===== config.mk =====
export PLATFORM = sky130hd
export DESIGN_NAME = button_event_arbiter_flat
export DESIGN_NICKNAME = d
export VERILOG_FILES = /design/src/rtl/button_event_arbiter_if.sv /design/src/rtl/button_event_arbiter.sv /design/src/flat_wrapper.sv
export SDC_FILE = /design/constraint.sdc
export NUM_CORES = 1
export LEC_CHECK = 0
export BUFFER_PORTS_ARGS = -buffer_cell sky130_fd_sc_hd__buf_2
export CORE_AREA = 2 2 110 80
export CTS_CLUSTER_SIZE = 40
export DETAILED_ROUTE_END_ITERATION = 8
export DIE_AREA = 0 0 112 82
export GPL_TIMING_DRIVEN = 0
export HOLD_SLACK_MARGIN = 0.03
export SETUP_SLACK_MARGIN = 0.5
export SLEW_MARGIN = 10
export SYNTH_ARGS = -nofsm -noshare
export SYNTH_HDL_FRONTEND = slang
export SYNTH_SLANG_ARGS = --single-unit

===== constraint.sdc =====
create_clock -name clk -period 2.4 [get_ports clk]
set_input_delay 0.12 -clock clk [delete_from_list [all_inputs] [get_ports clk]]
set_output_delay 0.12 -clock clk [all_outputs]
set_load 0.01 [all_outputs]

===== src/rtl/button_event_arbiter_if.sv =====
// Event channel between the button arbiter (master) and its single consumer (slave).
// BUTTON_LONG_PRESS_EN adds the evt_long qualifier.
interface button_event_arbiter_if #(
    parameter int unsigned IDW = 2
) ();
    logic           evt_valid;
    logic [IDW-1:0] evt_id;
    logic           evt_ready;
    logic           evt_overrun;
`ifdef BUTTON_LONG_PRESS_EN
    logic           evt_long;

    modport master (output evt_valid, evt_id, evt_overrun, evt_long, input evt_ready);
    modport slave  (input evt_valid, evt_id, evt_overrun, evt_long, output evt_ready);
`else
    modport master (output evt_valid, evt_id, evt_overrun, input evt_ready);
    modport slave  (input evt_valid, evt_id, evt_overrun, output evt_ready);
`endif
endinterface


===== src/rtl/button_event_arbiter.sv =====
// Debounces N push-buttons on a shared tick and serialises presses onto one valid/ready channel
// via a round-robin arbiter. Define BUTTON_LONG_PRESS_EN to add long-press events.
module button_event_arbiter #(
    parameter int unsigned N_BUTTONS    = 4,
    parameter int unsigned TICK_DIV     = 50000,
    parameter int unsigned STABLE_TICKS = 4,
`ifdef BUTTON_LONG_PRESS_EN
    parameter int unsigned LONG_TICKS   = 250,
`endif
    parameter int unsigned IDW          = 2
) (
    input  logic                   clk,
    input  logic                   rst_n,
    input  logic [N_BUTTONS-1:0]   btn_in_i,
    output logic [N_BUTTONS-1:0]   btn_level_o,
    button_event_arbiter_if.master evt
);
    localparam int unsigned TickW = (TICK_DIV > 1) ? $clog2(TICK_DIV) : 1;
    localparam int unsigned StabW = $clog2(STABLE_TICKS + 1);

    typedef enum logic {StIdle, StOffer} state_e;

    logic [N_BUTTONS-1:0] sync1_q, sync_q, level_q, level_d, level_prev_q, rise;
    logic [N_BUTTONS-1:0] pending_q, pending_d, req, grant_oh, clr_short;
    logic [StabW-1:0]     stab_q [N_BUTTONS];
    logic [StabW-1:0]     stab_d [N_BUTTONS];
    logic [TickW-1:0]     tick_cnt_q;
    logic                 tick, grant_vld, load, hs, overrun_q, overrun_d;
    logic [IDW-1:0]       grant_idx, id_q, rr_ptr_q;
    state_e               state_q, state_d;

    assign tick = (tick_cnt_q == TickW'(TICK_DIV - 1));
    assign rise = level_q & ~level_prev_q;

    // Accept the new level the cycle after the stability count is reached.
    always_comb begin
        level_d = level_q;
        for (int i = 0; i < N_BUTTONS; i++) begin
            stab_d[i] = stab_q[i];
            if (stab_q[i] == StabW'(STABLE_TICKS)) begin
                level_d[i] = sync_q[i];
                stab_d[i]  = '0;
            end else if (tick) begin
                stab_d[i] = (sync_q[i] != level_q[i]) ? stab_q[i] + StabW'(1) : '0;
            end
        end
    end

    always_ff @(posedge clk or negedge rst_n) begin
        if (!rst_n) begin
            sync1_q      <= '0;
            sync_q       <= '0;
            level_q      <= '0;
            level_prev_q <= '0;
            tick_cnt_q   <= '0;
            for (int i = 0; i < N_BUTTONS; i++) stab_q[i] <= '0;
        end else begin
            sync1_q      <= btn_in_i;
            sync_q       <= sync1_q;
            level_q      <= level_d;
            level_prev_q <= level_q;
            tick_cnt_q   <= tick ? '0 : tick_cnt_q + TickW'(1);
            for (int i = 0; i < N_BUTTONS; i++) stab_q[i] <= stab_d[i];
        end
    end

`ifdef BUTTON_LONG_PRESS_EN
    localparam int unsigned HoldW = $clog2(LONG_TICKS + 1);

    logic [HoldW-1:0]     hold_q [N_BUTTONS];
    logic [HoldW-1:0]     hold_d [N_BUTTONS];
    logic [N_BUTTONS-1:0] long_pend_q, long_pend_d;
    logic                 use_long, long_q;

    assign use_long = |long_pend_q;
    assign req      = use_long ? long_pend_q : pending_q;

    // Hold counter saturates at LONG_TICKS so each press fires at most once.
    always_comb begin
        long_pend_d = long_pend_q & ~((load && use_long) ? grant_oh : '0);
        for (int i = 0; i < N_BUTTONS; i++) begin
            hold_d[i] = hold_q[i];
            if (!level_q[i]) begin
                hold_d[i] = '0;
            end else if (tick && hold_q[i] != HoldW'(LONG_TICKS)) begin
                hold_d[i] = hold_q[i] + HoldW'(1);
                if (hold_d[i] == HoldW'(LONG_TICKS)) long_pend_d[i] = 1'b1;
            end
        end
    end

    always_ff @(posedge clk or negedge rst_n) begin
        if (!rst_n) begin
            long_pend_q <= '0;
            long_q      <= 1'b0;
            for (int i = 0; i < N_BUTTONS; i++) hold_q[i] <= '0;
        end else begin
            long_pend_q <= long_pend_d;
            if (load) long_q <= use_long;
            for (int i = 0; i < N_BUTTONS; i++) hold_q[i] <= hold_d[i];
        end
    end

    assign clr_short = (load && !use_long) ? grant_oh : '0;
`else
    assign req       = pending_q;
    assign clr_short = load ? grant_oh : '0;
`endif

    // Round-robin scan upward from rr_ptr with wrap.
    always_comb begin
        int unsigned idx;
        logic [N_BUTTONS-1:0] sel;
        grant_vld = 1'b0;
        grant_idx = '0;
        grant_oh  = '0;
        idx       = 0;
        sel       = '0;
        for (int unsigned k = 0; k < N_BUTTONS; k++) begin
            idx = int'(rr_ptr_q) + k;
            if (idx >= N_BUTTONS) idx = idx - N_BUTTONS;
            sel = N_BUTTONS'(1) << idx;
            if (!grant_vld && |(req & sel)) begin
                grant_vld = 1'b1;
                grant_idx = IDW'(idx);
                grant_oh  = sel;
            end
        end
    end

    assign load      = (state_q == StIdle) && grant_vld;
    assign hs        = (state_q == StOffer) && evt.evt_ready;
    // A new press always sets pending, even when that bit is cleared by a grant this cycle.
    assign pending_d = (pending_q & ~clr_short) | rise;
    assign overrun_d = |(rise & pending_q & ~clr_short);

    always_ff @(posedge clk or negedge rst_n) begin
        if (!rst_n) state_q <= StIdle;
        else        state_q <= state_d;
    end

    always_comb begin
        state_d = state_q;
        case (state_q)
            StIdle:  if (grant_vld) state_d = StOffer;
            StOffer: if (evt.evt_ready) state_d = StIdle;
            default: state_d = StIdle;
        endcase
    end

    always_ff @(posedge clk or negedge rst_n) begin
        if (!rst_n) begin
            pending_q <= '0;
            overrun_q <= 1'b0;
            id_q      <= '0;
            rr_ptr_q  <= '0;
        end else begin
            pending_q <= pending_d;
            overrun_q <= overrun_d;
            if (load) id_q <= grant_idx;
            if (hs)   rr_ptr_q <= (id_q == IDW'(N_BUTTONS - 1)) ? '0 : id_q + IDW'(1);
        end
    end

    always_comb begin
        btn_level_o     = level_q;
        evt.evt_valid   = (state_q == StOffer);
        evt.evt_id      = id_q;
        evt.evt_overrun = overrun_q;
`ifdef BUTTON_LONG_PRESS_EN
        evt.evt_long    = long_q;
`endif
    end
endmodule


===== src/flat_wrapper.sv =====
// flat-port wrapper written by rule: the top's interface ports become plain ports
module button_event_arbiter_flat 
#(
    parameter int unsigned N_BUTTONS    = 4,
    parameter int unsigned TICK_DIV     = 50000,
    parameter int unsigned STABLE_TICKS = 4,

    parameter int unsigned IDW          = 2
)
  (clk, rst_n, btn_in_i, btn_level_o, evt_evt_valid, evt_evt_id, evt_evt_overrun, evt_evt_ready);
  button_event_arbiter_if #(.IDW(IDW)) evt_i ();
  input  logic clk;
  input  logic rst_n;
  input  logic [N_BUTTONS-1:0] btn_in_i;
  output logic [N_BUTTONS-1:0] btn_level_o;
  output wire logic [$bits(evt_i.evt_valid)-1:0] evt_evt_valid;
  output wire logic [$bits(evt_i.evt_id)-1:0] evt_evt_id;
  output wire logic [$bits(evt_i.evt_overrun)-1:0] evt_evt_overrun;
  input wire logic [$bits(evt_i.evt_ready)-1:0] evt_evt_ready;
  assign evt_evt_valid = evt_i.evt_valid;
  assign evt_evt_id = evt_i.evt_id;
  assign evt_evt_overrun = evt_i.evt_overrun;
  assign evt_i.evt_ready = evt_evt_ready;
  button_event_arbiter #(.N_BUTTONS(N_BUTTONS), .TICK_DIV(TICK_DIV), .STABLE_TICKS(STABLE_TICKS), .IDW(IDW)) u_core (.clk(clk), .rst_n(rst_n), .btn_in_i(btn_in_i), .btn_level_o(btn_level_o), .evt(evt_i));
endmodule

==> results of run 1 <==
==> through the flow <==
step	setup slack, ns	hold slack [ns]
floorplan	-0.0294	-0.176
global placement	-0.441	0.230
detailed placement	-0.403	0.230
CTS	0.00860	0.123
global route	-0.0674	0.224
finish	-0.00614	0.185
==> area by class of cell <==
cell class / instances / area, um^2 / area share
Timing Repair Buffer: 44 / 334 / 0.0928
Sequential cell: 54 / 1350 / 0.376
Clock buffer: 5 / 125 / 0.0348
Tap cell: 105 / 131 / 0.0365
Inverter: 13 / 53.8 / 0.0149
Clock inverter: 2 / 15.0 / 0.00417
Buffer: 13 / 103 / 0.0285
Multi-Input combinational cell: 190 / 1480 / 0.412
==> path summary, 6_finish.rpt <==
check                                   start                     end  slack, ns
max                        u_core.rr_ptr_q[0]  u_core.evt.evt_overrun     -0.006
max in group asynchronous               rst_n      u_core.rr_ptr_q[0]       1.51
min reg2reg                 u_core.sync1_q[2]        u_core.sync_q[2]       0.35
min in group asynchronous               rst_n   u_core.tick_cnt_q[13]       0.41
max reg2reg                u_core.rr_ptr_q[0]  u_core.evt.evt_overrun     -0.006
min                             evt_evt_ready    u_core.evt.evt_valid       0.18
==> cells in the mapped netlist, drive strengths merged, types with 2 or more instances <==
| library cell | count |
|---|---|
| mux2 | 5 |
| nand4 | 2 |
| a21o | 5 |
| a21oi | 16 |
| a21boi | 5 |
| xor2 | 10 |
| a221oi | 2 |
| dfrtp | 54 |
| o2bb2ai | 4 |
| ha | 14 |
| nor2b | 5 |
| inv | 13 |
| nand3 | 11 |
| and3 | 5 |
| o21ai | 6 |
| clkbuf | 8 |
| nand2 | 26 |
| and2 | 4 |
| and4b | 2 |
| o21a | 3 |
| o211ai | 2 |
| xnor2 | 8 |
| a211oi | 2 |
| a222oi | 2 |
| nor3 | 6 |
| a22oi | 7 |
| nand3b | 3 |
| o41ai | 3 |
| nor3b | 4 |
| buf | 5 |
| nor2 | 16 |
==> what timing repair did <==
| item | 4_1_cts | 5_1_grt |
|---|---|---|
| resized for setup | 29 | 24 |
| pin swaps | 8 | 8 |
| endpoints found under the setup margin | 28 | 13 |
| buffers inserted | 19 | 6 |
| gates cloned | 0 | 0 |
| hold buffers | 4 | 1 |
| endpoints found under the hold margin | 4 | 54 |
==> layer usage <==
metal / vias to the layer above / routed length [um] / track usage
met5: - / 0 / 0
met2: 55 / 2600 / 0.201
met4: 0 / 84 / 0.0476
met3: 9 / 292 / 0.0347
li1: 1065 / - / -
met1: 1070 / 2970 / 0.182
==> flip-flops by register name, indices dropped and copies added, names as in the netlist <==
register,count
u_core.sync1_q,4
u_core.evt.evt_valid,1
u_core.evt.evt_id,2
u_core.sync_q,4
u_core.stab_q,12
u_core.pending_q,4
u_core.level_prev_q,4
u_core.tick_cnt_q,16
u_core.evt.evt_overrun,1
u_core.rr_ptr_q,2
u_core.btn_level_o,4
==> cells by family (layout without fill, tap and decap cells) <==
kind of cell / count (synthesis) / in the layout / synth area share
buffers and inverters: 26 / 77 / 0.0415
adders and majority gates: 14 / 14 / 0.0631
xor gates and xnor gates: 18 / 18 / 0.0568
and+or+nand+nor: 90 / 90 / 0.173
muxes: 5 / 5 / 0.0203
AOI/OAI and AO/OA: 63 / 63 / 0.159
DFF: 54 / 54 / 0.487
==> power groups by stage <==
stage / registers [mW] / logic (mW) / clock network, mW
final: 0.919 / 0.0340 / 0.697
after floorplan: 0.937 / 0.00503 / 0
after global routing: 0.920 / 0.0396 / 0.750
after detailed placement: 0.937 / 0.0294 / 0
after CTS: 0.919 / 0.0343 / 0.716
after global placement: 0.937 / 0.0293 / 0
==> critical path: stages (launching register included) <==
cell and delay [ns]:
dfrtp_2 0.45, ha_1 0.21, buf_4 0.18, a22oi_2 0.24, nand2_4 0.12, nor4_4 0.32, buf_6 0.18, o2bb2ai_4 0.12
a21oi_1 0.07, or3_1 0.37
==> cells in the final DEF, fill, tap and decap left out, types with 5 or more instances in the layout <==
cell           Yosys  final
nor2b_1            5      5
buf_2              2     15
xnor2_1            8      8
nor2_1            16     15
a21oi_1           16     16
xor2_1            10     10
nor3_1             6      6
buf_4              2     24
o21ai_0            6      6
nand3_1           11     11
ha_1              14     11
clkbuf_16          0      5
dfrtp_1           54     52
mux2_2             5      5
a21o_1             5      5
buf_6              1      7
inv_1             13     11
nand2_1           25     23
dlygate4sd3_1      0      5
and3_1             5      5
==> results.md, run 1 <==
* Status: finished, violations left
* Violated checks: setup timing
* Type of the worst setup path: reg -> reg
* Setup violations, final at 1
* Total power draw at 1.65 mW
* Row count at 28
* Max Slew Vio Count at 0
* Synth area leaders: dfrtp_1 49%, ha_1 6.3%, nand2_1 3.4%, xor2_1 3.2%, a21oi_1 2.9%
* Max-Cap Viols at 0
* Switching portion of total power at 0.207
* Switch Pwr at roughly 340 uW
* Largest net degree at the start of global routing at 55
* # DRC at 0
* Starting Density at 0.339
* Total Nets Final at 342
* Routed Antenna Nets at 0
* Final TNS setup at -0.00614 ns
* Rel. slew slack at 0.560
* Startpoint types: register
* Design Area, Final at about 3600 um^2
* TritonCTS clock tree: built
* Mapped Area at about 2800 um^2
* RSZ-0062 raised after global routing: true
* Worst-path maximum fanout at 8
* Reg power frac at 0.557
* # diodes at 0
* Top-Level Pins at 15
* Height of the die at roughly 82 um
* Placed cell area at 2990 um^2
* Port bufs at 14
* Final Core Density at 0.439
* Final Hold Fails at 0
* Clock Skews at approximately 0.0046 ns
* Peak supply drop at approximately 0.00038 V
* Area fraction of the dominant cell type after synthesis at 0.487
* Hold Path Stages at 3
* Final min period at 2.41 ns
* EDFF count, synth at 0
* Async SR Flop Fraction at 1.00
* DIE AREA at ~9200 um^2
* Post-synthesis cell count at 270
* Maximum clock rate at 416 MHz
* Dpl cells at 389
* P_leak at roughly 1.7 nW
* Worst Slack Setup Final at -0.00614 ns
* Core footprint at a little over 8000 um^2
* CTS buffer count at 5
* Final WL at between 5 and 6 mm
* Global-route wire length before repair at 9.65 mm
* Drt first-iter violations at 100
* Clock sink count at 54
* Worst min path class: in -> reg
* Data required time of the worst path at 2.57 ns
* DR vias at roughly 2200
* Clock share of power at 0.422
* Root buffer cell: clkbuf_16
* Final period util at 1.00
* Area growth syn-to-layout at 29.7%
* Crit path capture type: register
* Placer Congestion at 0.796
* Internal at 1.31 mW
* Vias/cell at approximately 5.2
* CP arrival at ~2.6 ns
* PwrDens at roughly 460 nW/um^2
* Worst-case reg-to-reg path depth at 9
* H-tree Lvls at 2
* Vias in the first global route at 2090
* Synthesized flop and latch total at 54
* Gr usage total at 0.132
* Fill cells at between 700 and 800
* Combinational Power Share at 0.021
* Cell taking the most area after synthesis: dfrtp_1
* Initial antenna violation count at 0
* Netlist cell types at 48
* Total grt overflow at 0
* Fin cells at 426
* Post-synth top flop: dfrtp_1
* Worst Max-Slew Pin Slew at 0.660 ns
* Longest Clk Path Bufs at 2
* CTS clk-pin slew, worst paths at 0.07 ns
* Syn avg cell area at around 10 um^2
* Clk_lat worst skew at between 0.2 and 0.3 ns
* Hpwl dp at 3.75 mm
* Layout cells sized above 1 at 0.277
* Mapped Nets at 291
* Yosys warning count at 0
* Drt pass-1 iters at 5
* WL/cell at about 14 um
* Die Span X at 112 um
* Seq/Total Area, Yosys at 0.487
Power figures use the tool's default switching activity.
==> inputs of run 2 (changes only) <==
CTS_CLUSTER_DIAMETER = 120   (was default)
PLACE_DENSITY = 0.59   (was default)
==> results.md, run 2 (same netlist as run 1, synthesis figures left out) <==
* Status: finished, violations left
* Violated checks: setup timing
* Peak supply drop at 0.000301 V
* Setup violations, final at 1
* CTS clk-pin slew, worst paths at 0.07 ns
* Startpoint types: register
* Root buffer cell: clkbuf_16
* DIE AREA at slightly above 9000 um^2
* Row count at 28
* R2r endpoint: u_core.evt.evt_overrun
* Gr usage total at 0.135
* Most frequent cells in the layout: 52 x dfrtp_1, 25 x buf_4, 23 x nand2_1
* # diodes at 0
* Most common library cell in the layout ignoring fill and taps: dfrtp_1
* Max-Cap Viols at 0
* Starting Density at 0.339
* Routed Antenna Nets at 0
* H-tree Lvls at 2
* RR Startpoint: u_core.rr_ptr_q[0]
* Data required time of the worst path at approximately 2.6 ns
* Total Nets Final at about 340
* Die Span X at 112 um
* Crit path capture type: register
* Hpwl dp at approximately 3.7 mm
* Core footprint at 8200 um^2
* Maximum clock rate at between 400 and 500 MHz
* Final Hold Fails at 0
* Total grt overflow at 0
* # DRC at 0
* Layout cells sized above 1 at 0.300
* Final TNS setup at -0.0393 ns
* Placer Congestion at 0.835
* Dpl cells at roughly 390
* RSZ-0062 raised after global routing: true
* Setup slack at placement at -0.405 ns
* Max Slew Vio Count at 0
* Drt first-iter violations at 139
* PwrDens at about 450 nW/um^2
* Clock Skews at between 0.008 and 0.009 ns
* R2r setup slk at -0.04 ns
* Worst min path class: in -> reg
* Crit path to: u_core.evt.evt_overrun
* Final min period at 2.44 ns
* Area growth syn-to-layout at 31.9%
* Rel. slew slack at 0.554
* Worst-case reg-to-reg path depth at 11
* CP arrival at ~2.6 ns
* Top reg by flops: u_core.tick_cnt_q
* Height of the die at between 80 and 90 um
* CTS buffer count at 5
* Clk_lat worst skew at 0.28 ns
* Largest net degree at the start of global routing at between 50 and 60
* Crit path launch: u_core.rr_ptr_q[0]
* Global-route wire length before repair at 9.98 mm
* Worst Max-Slew Pin Slew at between 0.6 and 0.7 ns
* DR vias at around 2200
* Longest Clk Path Bufs at 2
* Final WL at approximately 6.3 mm
* Worst Slack Setup Final at -0.0393 ns
* Type of the worst setup path: reg -> reg
* Port bufs at 14
* Clock sink count at between 50 and 60
* Initial antenna violation count at 0
* Vias in the first global route at roughly 2100
* Max FFs per register at 16
* Vias/cell at a little over 5
* Min Hold Slack at roughly 0.20 ns
* Worst-path maximum fanout at 5
* Top-Level Pins at 15
* TritonCTS clock tree: built
* Drt pass-1 iters at 4
* WL/cell at roughly 15 um
* Final period util at 1.02
* P_leak at between 1.5 and 2 nW
* Fin cells at roughly 430
* Largest regs: u_core.tick_cnt_q: 16 flops, u_core.stab_q: 12 flops
run 2: worst max-delay path, stage by stage (launching register included):
cell and delay (ns):
dfrtp_2 0.46, inv_4 0.07, ha_4 0.15, buf_6 0.11
buf_4 0.13, a22oi_2 0.26, nand2_4 0.11, nor4_4 0.27
buf_6 0.18, o2bb2ai_4 0.13, o22ai_2 0.08, or3_1 0.36
run 2: worst min-delay path by stage:
stage	start	depth (start not counted)	end	slack, ns
global route	evt_evt_ready	3	u_core.evt.evt_valid	0.22
finish	evt_evt_ready	3	u_core.evt.evt_valid	0.20
floorplan	rst_n	0	u_core.btn_level_o[0]	-0.18
CTS	rst_n	1	u_core.tick_cnt_q[12]	0.13
detailed placement	btn_in_i[2]	1	u_core.sync1_q[2]	0.23
global placement	btn_in_i[0]	1	u_core.sync1_q[0]	0.23
run 2: stage by stage:
step	power (mW)	util	area [um^2]
2_1_floorplan	0.942	-	2790
3_3_place_gp	0.966	0.364	2990
3_5_place_dp	0.967	0.364	2990
4_1_cts	1.67	0.417	3420
5_1_grt	1.72	0.447	3660
6_report	1.65	0.447	3660
run 2: report_power, final:
part           internal, mW  switching (mW)
clock network         0.383           0.316
registers             0.916         0.00314
logic                0.0115          0.0229
run 2: layout make-up:
class                   instances  area, um^2
clock buffers                   5         125
clock inverters                 2        13.8
well taps                     105         131
inverters                      13        53.8
fillers                       771        4540
multi-input cells             190        1530
flip-flops and latches         54        1350
repair buffers                 46         353
plain buffers                  13         105
run 2: per-layer routing:
metal / global-route usage / wire (um) / share of wire
met3: 0.0251 / 278 / 0.044
met2: 0.215 / 2810 / 0.45
met5: 0 / 0 / 0
met4: 0.0415 / 146 / 0.023
met1: 0.189 / 3010 / 0.48
run 2: repair_timing:
item                                    4_1_cts  5_1_grt
setup buffers                                17       10
endpoints found under the setup margin       27       19
pin swaps                                    12       18
hold buffers                                  4        1
gates resized for setup                      29       33
hold endpoints to repair                      4       54
